$ cat config.mk
export PLATFORM = sky130hd
export DESIGN_NAME = bundle_loader
export DESIGN_NICKNAME = d
export VERILOG_FILES = /design/src/rtl/vliw_pkg.sv /design/src/rtl/bundle_loader.sv
export SDC_FILE = /design/constraint.sdc
export NUM_CORES = 1
export LEC_CHECK = 0
export CAP_MARGIN = 20
export CORE_UTILIZATION = 25
export CTS_BUF_LIST = sky130_fd_sc_hd__clkbuf_16
export DETAILED_ROUTE_END_ITERATION = 7
export GPL_TIMING_DRIVEN = 0
export SLEW_MARGIN = 30
export SYNTH_ARGS = -nofsm -noshare
export SYNTH_HDL_FRONTEND = slang
export SYNTH_SLANG_ARGS = --single-unit
$ cat constraint.sdc
create_clock -name clk -period 4.91 [get_ports clk]
set_input_delay 0.491 -clock clk [delete_from_list [all_inputs] [get_ports clk]]
set_output_delay 0.491 -clock clk [all_outputs]
set_load 0.01 [all_outputs]
$ cat src/rtl/vliw_pkg.sv
// Shared VLIW definitions: bundle geometry, the NOP used to pad
// partially filled bundles, and the state type of the boot loader.
package vliw_pkg;

  localparam int          BUNDLE_W = 128;
  localparam int          SLOTS    = 4;
  localparam int          SLOT_W   = 2;
  localparam logic [31:0] NOP_INST = 32'h0000_0013;

  typedef enum logic [1:0] {
    LOAD,
    FLUSH,
    DONE,
    ERROR
  } loader_state_t;

endpackage

$ cat src/rtl/bundle_loader.sv
// bundle_loader: boot-time program loader.
// Packs a stream of 32-bit instruction words into 128-bit bundles and writes
// each bundle to BASE_ADDR + 16*index. The core is held in reset until the
// last bundle has been written.
//
// Ports:
//   clk, rst          clock, synchronous active-high reset
//   s_valid/s_data/s_last/s_ready  word stream (transfer on s_valid && s_ready)
//   mem_wr_en/addr/data            registered one-cycle bundle write
//   core_rst          high until the image is fully loaded
//   done / error      sticky completion / overflow flags
//   bundle_count      bundles written so far
//
// BASE_ADDR must be 16-byte aligned; 1 <= MAX_BUNDLES < 65536.
module bundle_loader
  import vliw_pkg::*;
#(
  parameter logic [31:0] BASE_ADDR   = 32'h0000_0000,
  parameter int          MAX_BUNDLES = 1024
) (
  input  logic                clk,
  input  logic                rst,
  input  logic                s_valid,
  input  logic [31:0]         s_data,
  input  logic                s_last,
  output logic                s_ready,
  output logic                mem_wr_en,
  output logic [31:0]         mem_wr_addr,
  output logic [BUNDLE_W-1:0] mem_wr_data,
  output logic                core_rst,
  output logic                done,
  output logic                error,
  output logic [15:0]         bundle_count
);

  localparam logic [15:0] MAX_IDX = 16'(MAX_BUNDLES);

  loader_state_t       state_q, state_d;
  logic [SLOT_W-1:0]   slot_q, slot_d;
  logic [15:0]         index_q, index_d;
  logic [BUNDLE_W-1:0] asm_q, asm_d;
  logic                mem_wr_en_q, mem_wr_en_d;
  logic [31:0]         mem_wr_addr_q, mem_wr_addr_d;
  logic [BUNDLE_W-1:0] mem_wr_data_q, mem_wr_data_d;

  logic                full;
  logic [SLOTS-1:0]    below_slot;
  logic [BUNDLE_W-1:0] bundle_fill;

  // Image capacity is reached only on a bundle boundary, so the check
  // only needs to look at slot 0.
  assign full = (index_q == MAX_IDX) && (slot_q == '0);

  // Bundle as it would look if the current word completed it: earlier slots
  // from the assembly register, the incoming word in its slot, NOPs above.
  assign below_slot = (4'b0001 << slot_q) - 4'b0001;

  for (genvar gi = 0; gi < SLOTS; gi++) begin : g_slot
    assign bundle_fill[32*gi +: 32] = below_slot[gi]           ? asm_q[32*gi +: 32] :
                                      (slot_q == SLOT_W'(gi))  ? s_data             :
                                                                 NOP_INST;
  end

  always_comb begin
    state_d       = state_q;
    slot_d        = slot_q;
    index_d       = index_q;
    asm_d         = asm_q;
    mem_wr_en_d   = 1'b0;
    mem_wr_addr_d = mem_wr_addr_q;
    mem_wr_data_d = mem_wr_data_q;

    case (state_q)
      LOAD: begin
        if (s_valid) begin
          if (full) begin
            state_d = ERROR;
          end else begin
            asm_d = bundle_fill;
            if (slot_q == SLOT_W'(SLOTS - 1) || s_last) begin
              mem_wr_en_d   = 1'b1;
              mem_wr_addr_d = BASE_ADDR + {12'd0, index_q, 4'd0};
              mem_wr_data_d = bundle_fill;
              index_d       = index_q + 16'd1;
              slot_d        = '0;
            end else begin
              slot_d = slot_q + 1'b1;
            end
            if (s_last) begin
              state_d = FLUSH;
            end
          end
        end
      end
      // The final write is on the bus during this state.
      FLUSH:   state_d = DONE;
      DONE:    state_d = DONE;
      ERROR:   state_d = ERROR;
      default: state_d = LOAD;
    endcase
  end

  always_ff @(posedge clk) begin
    if (rst) begin
      state_q       <= LOAD;
      slot_q        <= '0;
      index_q       <= '0;
      asm_q         <= '0;
      mem_wr_en_q   <= 1'b0;
      mem_wr_addr_q <= BASE_ADDR;
      mem_wr_data_q <= '0;
    end else begin
      state_q       <= state_d;
      slot_q        <= slot_d;
      index_q       <= index_d;
      asm_q         <= asm_d;
      mem_wr_en_q   <= mem_wr_en_d;
      mem_wr_addr_q <= mem_wr_addr_d;
      mem_wr_data_q <= mem_wr_data_d;
    end
  end

  // s_ready is gated by rst so no word is taken in a reset cycle.
  assign s_ready      = !rst && (state_q == LOAD) && !full;
  assign mem_wr_en    = mem_wr_en_q;
  assign mem_wr_addr  = mem_wr_addr_q;
  assign mem_wr_data  = mem_wr_data_q;
  assign core_rst     = (state_q != DONE);
  assign done         = (state_q == DONE);
  assign error        = (state_q == ERROR);
  assign bundle_count = index_q;

endmodule

After elaboration in Yosys (flattened, before gate mapping)
Cells that the tools add are included.
{"block": "totals", "in_bits": 36, "output_inout_bits": 181, "register_bits": 293, "word_cells": 51}
{"block": "op_classes", "bitwise": 3, "shifts": 1, "n_reduce_logical": 13, "n_mux": 14, "addsub": 3, "n_eq_ne": 10}
{"op": "two-way mux 32 bit", "count": 8}
{"op": "adder 16 x 1 -> 16 bit (second input constant)", "count": 1}
{"op": "equality test 16 x 11 -> 1 bit (second input constant)", "count": 1}
{"op": "equality test 2 bit (second input constant)", "count": 4}
{"op": "two-way mux 2 bit", "count": 4}
{"op": "one-hot mux 2 bit (3 select lines)", "count": 1}
{"op": "equality test 2 x 1 -> 1 bit (second input constant)", "count": 2}
{"op": "logical NOT 2 bit", "count": 2}
{"op": "inequality test 2 bit (second input constant)", "count": 2}
{"op": "AND reduction 4 bit", "count": 1}
{"op": "OR reduction 4 bit", "count": 1}
{"op": "<< shifter 1 x 2 -> 4 bit (first input constant)", "count": 1}
{"op": "subtractor 4 x 1 -> 4 bit (second input constant)", "count": 1}
{"op": "logical AND 1 bit", "count": 3}
{"op": "inequality test 3 bit (second input constant)", "count": 1}
{"op": "NOT 1 bit", "count": 3}
{"op": "AND reduction 3 bit", "count": 1}
{"op": "adder 2 x 1 -> 2 bit (second input constant)", "count": 1}
{"op": "logical NOT 1 bit", "count": 2}
{"op": "AND reduction 2 bit", "count": 1}
{"op": "OR reduction 2 bit", "count": 1}
{"op": "logical OR 1 bit", "count": 1}
{"op": "two-way mux 1 bit", "count": 1}

Longest topological paths before layout
{"block": "depth", "depth_word": 5, "depth_mapped": 10, "mapped_depth_nobuf": 6}

Worst setup path before layout
Ideal clock, no wire load.
{"block": "synth_path", "path_kind": "register to register", "start": "reg slot_q[0]", "end": "reg index_q[5] (netlist: bundle_count[5])", "t_required_ps": 4840, "arrival_time_ps": 1955, "synth_period_minus_slack_ps": 2026, "stages_incl_launch_ff": 9, "path_buffers": 2, "setup_slack_ps": 2884, "setup_time_ps": 70, "path_cell_list": "dfxtp_1 > inv_1 > ha_1 > buf_2 > nor4b_2 > a41o_2 > buf_6 > or4_1 > a21oi_1"}
{"block": "synth_via", "elab_chain_len": 4, "word_cells_on_any_way": 6, "cone_classes": "eq/ne (1); bitwise (1); reduce/logical (4)"}
{"element": "start: declaration", "line": "bundle_loader.sv:39", "rtl": "logic [SLOT_W-1:0] slot_q, slot_d;"}
{"element": "start signal: assignment", "line": "bundle_loader.sv:114", "rtl": "slot_q <= slot_d;"}
{"element": "logical NOT 2 bit", "line": "bundle_loader.sv:52", "rtl": "assign full = (index_q == MAX_IDX) && (slot_q == '0);"}
{"element": "logical AND 1 bit", "line": "bundle_loader.sv:52"}
{"element": "NOT 1 bit (no line)"}
{"element": "AND reduction 4 bit (no line) *"}
{"element": "end signal: assignment", "line": "bundle_loader.sv:115", "rtl": "index_q <= index_d;"}
{"element": "end: declaration", "line": "bundle_loader.sv:40", "rtl": "logic [15:0] index_q, index_d;"}
Mark *: on every way between the ends. The rest lies on a longest branch, timed or not.
A chain may end at the register's enable or synchronous reset.

Worst setup path in the final report
{"block": "layout_path", "start": "in rst", "end": "out s_ready"}
{"block": "layout_via", "elab_chain_len": 3}
{"element": "start: declaration", "line": "bundle_loader.sv:22", "rtl": "input logic rst,"}
{"element": "logical NOT 1 bit", "line": "bundle_loader.sv:124", "rtl": "assign s_ready = !rst && (state_q == LOAD) && !full;"}
{"element": "logical AND 1 bit (2 in series)", "line": "bundle_loader.sv:124"}
{"element": "end: declaration", "line": "bundle_loader.sv:26", "rtl": "output logic s_ready,"}
Every way passes these cells.

==> flow_summary.toml <==
[final_layout]
fin_area_um2 = 14700
antenna_cells = 0
nFillCells = 4380
utilization_pct = 34.1
layout-drive-gt1-share_pct = 9.52
final_nets = 1476
areaGrowthSynthToFinish_pct = 34.6

[floorplanning]
rows = 76
io_pins = 217
fp.dieW_um = 211
initial_core_util_pct = 25.3
die_h_um = 211
die-area_um2 = 44400
core_um2 = 43100

[route]
drc = 0
via_per_inst = 5.00
post_drt_wl_per_cell_um = 20.2
routed_wirelength_mm = 41.1
final_antenna_net_count = 0
drt_iter0_drc = 819
first_pass_iters = 5
vias = 10200

[logic_synthesis]
syn_avg_cell_area_um2 = 9.20
async_flop_share_pct = 0
netlist_area_um2 = 10900
synth_warnings = 0
synth_edf_count = 0
synth_area_leaders = "dfxtp_1 48%, a211oi_1 9.0%, a21oi_1 7.3%"
synth_top_family_by_area = "compound AO/OA/AOI/OAI gates"
synth_xor_area_share_pct = 0.643
synth_common_cells = "261 x dfxtp_1, 158 x a21oi_1, 131 x a211oi_1"
synth_compound_area_share_pct = 30.5
synthMuxAreaShare_pct = 3.04
yosysSeqAreaShare_pct = 48.0
synth_top_area_share_pct = 48.0
synth-seq-cells = 261
ys_types = 46
synthAdderAreaFrac_pct = 1.15
synth_flop_cell = "dfxtp_1"
yosys.area_share.simple_pct = 9.07
yosysTopAreaCell = "dfxtp_1"
synthCells = 1184
synth_most_common_cell = "dfxtp_1"

[clocking]
cts_resized = 0
clkTransAtPathRegs_ns = 0.06
postCtsSetupRepairBufs = 0
h-tree-depth = 1
cts_root_buf = "clkbuf_16"
clockBufferDepth = 3
cts_inserted_buffers = 29
clkSinkCount = 261
clk_latency_ns = 0.57
cts_tree = "done"
cts_hold_buf = 0

[critical_path]
path_cells = "clkdlybuf4s50_1, clkbuf_1, clkbuf_1, nor3b_1, clkdlybuf4s50_1"
end_kind = "primary output"
crit_slowest_cell = "clkbuf_1"
path_max_fanout = 10
crit_required_ns = 4.42
path_buf_inv = 4
worstSetupPathType = "in2out"
critical_path.startpoint_type = "input port"
crit_family = "buffers and inverters"
cp.arrival_ns = 2.88
slowest_delay_ns = 0.60

[timing]
worst_pin_slew_ns = 0.815
fin_ws_ns = 1.54
layout_min_cycle_time_ns = 3.37
fmax_mhz = 297
fin_crit_sh_pct = 68.6
rsz0062_at_grt = "false"
slew_violations = 0
finClkSkew_ns = 0.0136
slew_headroom_pct = 45.7
setup_tns_ns = 0
finalHoldViolCount = 0
setup_viol = 0

[power]
total_leakage_power_nw = 4.93
switchingPower_w = 0.00230
vdd_drop_max_mv = 0.275
power_frac_comb_pct = 28.3
seq_power_share_pct = 38.6
finalPower_w = 0.00694
switching_share_pct = 33.1
p_int_w = 0.00464
clockPowerShare_pct = 33.1
p_per_area_nw_per_um2 = 473

[global_routing]
grt_pass1_vias = 9777
antenna_found_initial = 0
grt_use_total_pct = 17.9
grt_max_degree = 15
grt-ovfl-total = 0
grt_pass1_wl_mm = 60.3

[place]
pre_cts_slack_ns = 1.49
place_hpwl_mm = 30.5
place_area_um2 = 13700
gp_congestion = 0.836
io_buffers = 200

[min_path]
hp-class = "reg2reg"

[status]
status = "completed"

[job]
drv_cap = 0
==> metrics by stage <==
| stage | hold WS [ns] | cells |
|---|---|---|
| 6_report | 0.461 | 2035 |
| 5_1_grt | 0.474 | 2035 |
| 4_1_cts | 0.459 | 2035 |
| 3_5_place_dp | 0.449 | 1984 |
| 3_3_place_gp | 0.445 | 1984 |
| 2_1_floorplan | 0.436 | 1199 |
==> placed cells by master (no fill, tap or decap), drive strengths merged, types with 2 or more instances in the layout <==
master / Yosys / layout
a211oi: 148 / 148
a21oi: 158 / 158
a22oi: 58 / 58
a41oi: 2 / 2
and4: 2 / 2
buf: 58 / 58
bufinv: 0 / 6
clkbuf: 83 / 112
clkdlybuf4s50: 0 / 200
clkinv: 0 / 12
conb: 1 / 16
dfxtp: 261 / 261
ha: 10 / 10
inv: 43 / 47
mux2i: 32 / 32
nand2: 49 / 49
nand3: 55 / 55
nand4: 3 / 3
nor2: 69 / 69
nor2b: 2 / 2
nor4: 6 / 6
o211ai: 4 / 4
o21ai: 62 / 62
o221a: 4 / 4
o221ai: 6 / 6
o22ai: 3 / 3
o31ai: 3 / 3
o32ai: 29 / 29
or2: 4 / 4
or3: 10 / 10
or4: 3 / 3
xnor2: 7 / 7
==> worst min-delay path, delay by kind of cell (launching register included) <==
kind	cells	cell delay, ns
DFF	1	0.31
and+or+nand+nor	1	0.05
AOI/OAI and AO/OA	1	0.05
==> state kept, by name, indices dropped and copies added (netlist names) <==
name / flops
slot_q: 2
mem_wr_en: 1
asm_q: 96
state_q: 2
mem_wr_addr: 16
bundle_count: 16
mem_wr_data: 128
==> final cells by class <==
| class | count | area (um^2) | share of cell area (%) |
|---|---|---|---|
| Tap cell | 585 | 732 | 4.99 |
| Multi-Input combinational cell | 754 | 4900 | 33.4 |
| Buffer | 141 | 662 | 4.51 |
| Clock buffer | 29 | 726 | 4.95 |
| Inverter | 43 | 161 | 1.10 |
| Timing Repair Buffer | 200 | 2000 | 13.6 |
| Clock inverter | 22 | 259 | 1.77 |
| Sequential cell | 261 | 5230 | 35.6 |
==> layer usage <==
metal  vias to the layer above  track usage, %  part of all wire [%]
li1                       4835               -                     -
met2                       371            29.1                    46
met1                      4900            22.3                    41
met3                        69            5.22                   9.2
met4                         0            6.60                   3.2
met5                         -               0                     0
==> power by group through the flow <==
stage	sequential, W	clock [W]	combinational, W
final	0.00268	0.00230	0.00196
after floorplan	0.00274	0	0.00110
after global routing	0.00272	0.00241	0.00213
after detailed placement	0.00272	0	0.00195
after global placement	0.00270	0	0.00191
after CTS	0.00268	0.00233	0.00196
==> kinds of logic (layout without fill, tap and decap cells) <==
group           Yosys count  in the layout
fa+ha+maj                10             10
simple gates            208            208
xor+xnor                  8              8
compound gates          479            479
buf+inv                 184            435
flops                   261            261
other cells               1             16
mux                      33             33
==> final timing paths <==
check | startpoint | endpoint | slack (ns) | cells after the start
min | asm_q[68] | asm_q[68] | 0.46 | 2
max reg2reg | slot_q[0] | mem_wr_data[100] | 2.16 | 9
min reg2reg | asm_q[68] | asm_q[68] | 0.46 | 2
max | rst | s_ready | 1.54 | 5
(Power assumes the default switching activity.)
